**config.mk**
```make
export PLATFORM = sky130hd
export DESIGN_NAME = exception_ctrl_multi
export DESIGN_NICKNAME = d
export VERILOG_FILES = /design/src/rtl/exception_ctrl_multi.sv
export SDC_FILE = /design/constraint.sdc
export NUM_CORES = 1
export LEC_CHECK = 0
export CAP_MARGIN = 15
export CORE_UTILIZATION = 30
export DETAILED_ROUTE_END_ITERATION = 12
export DONT_BUFFER_PORTS = 1
export GPL_ROUTABILITY_DRIVEN = 0
export GPL_TIMING_DRIVEN = 0
export HOLD_SLACK_MARGIN = 0.05
export PLACE_DENSITY = 0.52
export RECOVER_POWER = 25
export SETUP_SLACK_MARGIN = 0.1
export SLEW_MARGIN = 30
export SYNTH_ARGS = -nofsm -noshare
export SYNTH_HDL_FRONTEND = slang
export SYNTH_SLANG_ARGS = --single-unit
```
**constraint.sdc**
```tcl
create_clock -name clk -period 3.63 [get_ports clk]
set_clock_uncertainty 0.15 [all_clocks]
set_input_delay 1.089 -clock clk [delete_from_list [all_inputs] [get_ports clk]]
set_output_delay 1.089 -clock clk [all_outputs]
set_load 0.1 [all_outputs]
```
**src/rtl/exception_ctrl_multi.sv**
```systemverilog
// ============================================================================
// exception_ctrl_multi : multi-source exception controller with EPC/ERET.
// Rev 1.0
// ============================================================================
`default_nettype none

module exception_ctrl_multi #(
   parameter int                 NUM_SRC    = 3,
   parameter int                 PC_W       = 32,
   parameter int                 CNT_W      = 32,
   parameter int                 EDGE_MODE  = 1,
   parameter logic [PC_W-1:0]    VEC_BASE   = PC_W'(32'h0000_0080),
   parameter logic [PC_W-1:0]    VEC_STRIDE = PC_W'(32'h0000_0010),
   parameter logic [NUM_SRC-1:0] MASK_RST   = '1
) (
   input  logic                     clk,
   input  logic                     rst,
   input  logic [NUM_SRC-1:0]       exp_src,
   input  logic [PC_W-1:0]          pc_in,
   input  logic                     cpu_stall,
   input  logic                     eret,
   input  logic                     mask_we,
   input  logic [NUM_SRC-1:0]       mask_wdata,
   output logic                     exc_take,
   output logic [PC_W-1:0]          exc_vector,
   output logic                     ret_take,
   output logic [PC_W-1:0]          epc,
   output logic [3:0]               cause,
   output logic                     in_handler,
   output logic [NUM_SRC-1:0]       pending,
   output logic [NUM_SRC-1:0]       mask,
   output logic [NUM_SRC*CNT_W-1:0] exc_count
);

   typedef enum logic [1:0] {
      ST_IDLE    = 2'd0,
      ST_REQ     = 2'd1,
      ST_SERVICE = 2'd2,
      ST_RET     = 2'd3
   } state_t;

   state_t               state_q, state_d;
   logic [NUM_SRC-1:0]   src_q, src_d;
   logic [NUM_SRC-1:0]   pending_q, pending_d;
   logic [NUM_SRC-1:0]   mask_q, mask_d;
   logic [PC_W-1:0]      epc_q, epc_d;
   logic [PC_W-1:0]      exc_vector_q, exc_vector_d;
   logic [3:0]           cause_q, cause_d;
   logic                 exc_take_q, exc_take_d;
   logic                 ret_take_q, ret_take_d;
   logic                 in_handler_q, in_handler_d;
   logic [CNT_W-1:0]     cnt_q [NUM_SRC];
   logic [CNT_W-1:0]     cnt_d [NUM_SRC];

   logic [NUM_SRC-1:0]   enabled;
   logic [NUM_SRC-1:0]   set_vec;
   logic [NUM_SRC-1:0]   clr_vec;
   logic [3:0]           sel;
   logic                 take;

   always_comb begin
      enabled = pending_q & mask_q;
      // Walk downwards so the lowest enabled index wins.
      sel = 4'd0;
      for (int i = NUM_SRC - 1; i >= 0; i--) begin
         if (enabled[i]) sel = 4'(i);
      end
      take    = (state_q == ST_IDLE) && (|enabled) && !cpu_stall;
      clr_vec = take ? (NUM_SRC'(1) << sel) : '0;
      set_vec = (EDGE_MODE != 0) ? (exp_src & ~src_q) : exp_src;

      src_d        = exp_src;
      pending_d    = (pending_q & ~clr_vec) | set_vec;
      mask_d       = mask_we ? mask_wdata : mask_q;
      epc_d        = take ? pc_in : epc_q;
      cause_d      = take ? sel : cause_q;
      exc_vector_d = take ? (VEC_BASE + PC_W'(sel) * VEC_STRIDE) : exc_vector_q;

      for (int i = 0; i < NUM_SRC; i++) begin
         cnt_d[i] = cnt_q[i];
         if (take && (sel == 4'(i)) && (cnt_q[i] != '1)) cnt_d[i] = cnt_q[i] + CNT_W'(1);
      end

      state_d = state_q;
      case (state_q)
         ST_IDLE:    if (take) state_d = ST_REQ;
         ST_REQ:     state_d = ST_SERVICE;
         ST_SERVICE: if (eret) state_d = ST_RET;
         ST_RET:     state_d = ST_IDLE;
         default:    state_d = ST_IDLE;
      endcase

      exc_take_d   = take;
      ret_take_d   = (state_q == ST_SERVICE) && eret;
      in_handler_d = (state_d == ST_SERVICE);
   end

   always_ff @(posedge clk or negedge rst) begin
      if (!rst) begin
         state_q      <= ST_IDLE;
         src_q        <= '0;
         pending_q    <= '0;
         mask_q       <= MASK_RST;
         epc_q        <= '0;
         exc_vector_q <= '0;
         cause_q      <= '0;
         exc_take_q   <= 1'b0;
         ret_take_q   <= 1'b0;
         in_handler_q <= 1'b0;
         for (int i = 0; i < NUM_SRC; i++) cnt_q[i] <= '0;
      end else begin
         state_q      <= state_d;
         src_q        <= src_d;
         pending_q    <= pending_d;
         mask_q       <= mask_d;
         epc_q        <= epc_d;
         exc_vector_q <= exc_vector_d;
         cause_q      <= cause_d;
         exc_take_q   <= exc_take_d;
         ret_take_q   <= ret_take_d;
         in_handler_q <= in_handler_d;
         for (int i = 0; i < NUM_SRC; i++) cnt_q[i] <= cnt_d[i];
      end
   end

   assign exc_take   = exc_take_q;
   assign exc_vector = exc_vector_q;
   assign ret_take   = ret_take_q;
   assign epc        = epc_q;
   assign cause      = cause_q;
   assign in_handler = in_handler_q;
   assign pending    = pending_q;
   assign mask       = mask_q;

   generate
      for (genvar g = 0; g < NUM_SRC; g++) begin : g_cnt
         assign exc_count[g*CNT_W +: CNT_W] = cnt_q[g];
      end
   endgenerate

endmodule

`default_nettype wire

```
==> results.tsv <==
metric	value	unit
power.density	870.4	mW/mm2
syn_area	0.006575	mm2
die_h	150.0	um
grt_overflow	0	
relSlewSlack	0.3131	
avgSynthCellArea	11.74	um2
post-dp-hpwl	10690	um
h-tree-depth	4	
syn2layout_area_growth	17.26	%
grt_max_degree	146	
synth_top_area_frac	0.5404	
antenna_found_initial	0	
die_area	0.02251	mm2
reg2reg_to	exc_count[51]	
ys_ff_latch	145	
async_flop_share	1.000	
finalSetupViolCount	0	
postRouteAntennaNets	0	
portBuffers	0	
synth_commonest_cells	dfrtp_1, xnor2_1, nand2_1	
start_util	0.3089	
arrival	3.30	ns
drtIter0Drc	141	
critPathCaptureType	flop	
via_per_inst	4.682	
dp.cells	865	
drcViolationCount	0	
antennaDiodeCount	0	
rows	53	
hold_violations	0	
wl_per_cell	16.42	um
fin_util	0.3622	
leakage	3.454	nW
numCtsBuffers	17	
ios	216	
clockBufferDepth	2	
drtPass1Iterations	4	
ys_warn_count	0	
drive_gt1_frac	0.2308	
postCtsSetupBuffers	0	
hold_class	input port to asynchronous set/reset pin	
cts_tree	built	
stdcell_count	899	
synthCells	560	
worstPathMaxFanout	6	
setup_ws	0.4346	ns
status	completed	
worst_path_largest_cell_delay	0.95	ns
track_usage	0.1334	
tightest_slew	1.030	ns
setup_tns	0	ns
ys.flop_type	dfrtp_1	
synth_area_leaders	dfrtp_1, xnor2_1, mux2_2, xor2_1, buf_4	
clock_sinks	145	
place_ws	0.3800	ns
clkTransAtPathRegs	0.06	ns
synth_largest_area_cell	dfrtp_1	
finalMaxSlewViolations	0	
r2r_setup_slack	0.43	ns
maxCapViolations	0	
yosysMostFrequentCell	dfrtp_1	
register_area	0.003654	mm2
crit_type	flop to flop	
fin_crit_sh	0.8803	
power	6.710	mW
dieWidth	150.0	um
synth_cell_types	52	
synth_edf_count	0	
nFillCells	2098	
ir_drop	0.3663	mV
clock_latency	0.42	ns
routed_wl	14760	um
cpMaxStageDelayCell	dfrtp_1	
synth-seq-area-share	0.5524	
holdBufCountCts	0	
root_buffer	clkbuf_16	
post-route-min-period	3.195	ns
cts-resized-gates	0	
worstPathCellList	nand2_1 > or3b_4 > or3_4 > nor3_2 > nand4_1 > xnor2_1	
rsz0062_at_grt	no	
reg2reg_from	pending[1]	
multi_input_area	0.002736	mm2
dr_total_vias	4209	
grt_pass1_wl	22990	um
finish.net_count	660	
fp.coreArea	0.02129	mm2
cp.required	3.74	ns
worstRegToRegCells	6	
fmax	313.0	MHz
grt_pass1_vias	4217	
startpoint_type	flop	
stage by stage:
| step | instance area (um2) | hold slack, ns |
|---|---|---|
| finish | 7710 | 0.2148 |
| global route | 7710 | 0.1756 |
| CTS | 7664 | 0.1887 |
| detailed placement | 7044 | 0.2646 |
| global placement | 7032 | 0.2577 |
| floorplan | 6688 | 0.2496 |
registers in the layout (all words and copies together), names as in the netlist:
| signal | count |
|---|---|
| in_handler | 1 |
| exc_count | 96 |
| pending | 3 |
| exc_take | 1 |
| src_q | 3 |
| state_q | 2 |
| epc | 32 |
| ret_take | 1 |
| cause | 1 |
| mask | 3 |
| exc_vector | 2 |
placed cells by master, fill, tap and decap left out, types with 2 or more instances in the layout:
cell type   synthesis  routed
nor3_2              4       4
conb_1              1      31
dfstp_2             3       3
nand2_1            46      46
xor2_1             36      36
clkinv_4            0       2
clkinvlp_4          0       2
dfrtp_1           142     125
xnor2_1            54      54
clkbuf_16           0      17
or2_2               3       3
buf_4              33      33
bufinv_16           0       3
o21ai_0             6       6
clkbuf_8            0       4
and4_1              5       5
dfrtp_2             0      17
inv_1              15      15
or3_4               2       2
nor3_1             10      10
nor2b_1             2       2
nor4_1              3       3
or3_1               4       4
ha_1                6       6
and2_1              3       3
nand3_1            32      32
mux2_2             39      39
buf_2               2       2
nand4_1            30      30
and3_1             15      15
nor2_1             33      33
a21oi_1             2       2
clkbuf_1            3       7
final cells by class:
type / count / area share
flip-flops and latches: 145 / 0.4739
well taps: 275 / 0.04463
clock buffers: 24 / 0.06378
multi-input cells: 392 / 0.3549
clock inverters: 8 / 0.01655
repair buffers: 2 / 0.004057
inverters: 15 / 0.007303
plain buffers: 38 / 0.03489
worst max path at each step:
stage	start	end	slack, ns	cells after the start
floorplan	cpu_stall	exc_count[51]	0.68	6
global placement	pending[0]	epc[29]	-0.02	4
detailed placement	pending[0]	epc[25]	0.38	4
CTS	pending[0]	epc[25]	0.37	4
global route	pending[0]	epc[25]	0.24	4
finish	pending[1]	exc_count[51]	0.43	6
critical path: cells and delay by family, from the launching register on:
kind / cells / cell delay [ns]
AND/OR/NAND/NOR: 5 / 1.76
flip-flops: 1 / 0.95
XOR/XNOR: 1 / 0.18
logic make-up after synthesis:
kind of cell | Yosys count | synth area share
AO/OA/AOI/OAI | 16 | 0.01827
XOR/XNOR | 90 | 0.1199
adder cells (fa/ha/maj) | 6 | 0.01142
buffers and inverters | 53 | 0.04948
flip-flops | 145 | 0.5524
multiplexers | 41 | 0.07003
other | 1 | 0.0005703
AND/OR/NAND/NOR | 208 | 0.1779
routing by layer:
layer	track usage	part of all wire	vias to the layer above
li1	-	-	1972
met1	0.1609	0.43	2081
met2	0.2132	0.48	145
met3	0.05915	0.076	11
met4	0.03990	0.011	0
met5	0	0	-
power by group:
| part | switching (mW) | leakage [nW] | internal, mW |
|---|---|---|---|
| combinational | 0.424 | 1.29 | 0.330 |
| clock | 0.686 | 0.297 | 1.16 |
| sequential | 2.25 | 1.86 | 1.86 |
| total | 3.36 | 3.45 | 3.35 |
(Power assumes the default switching activity.)
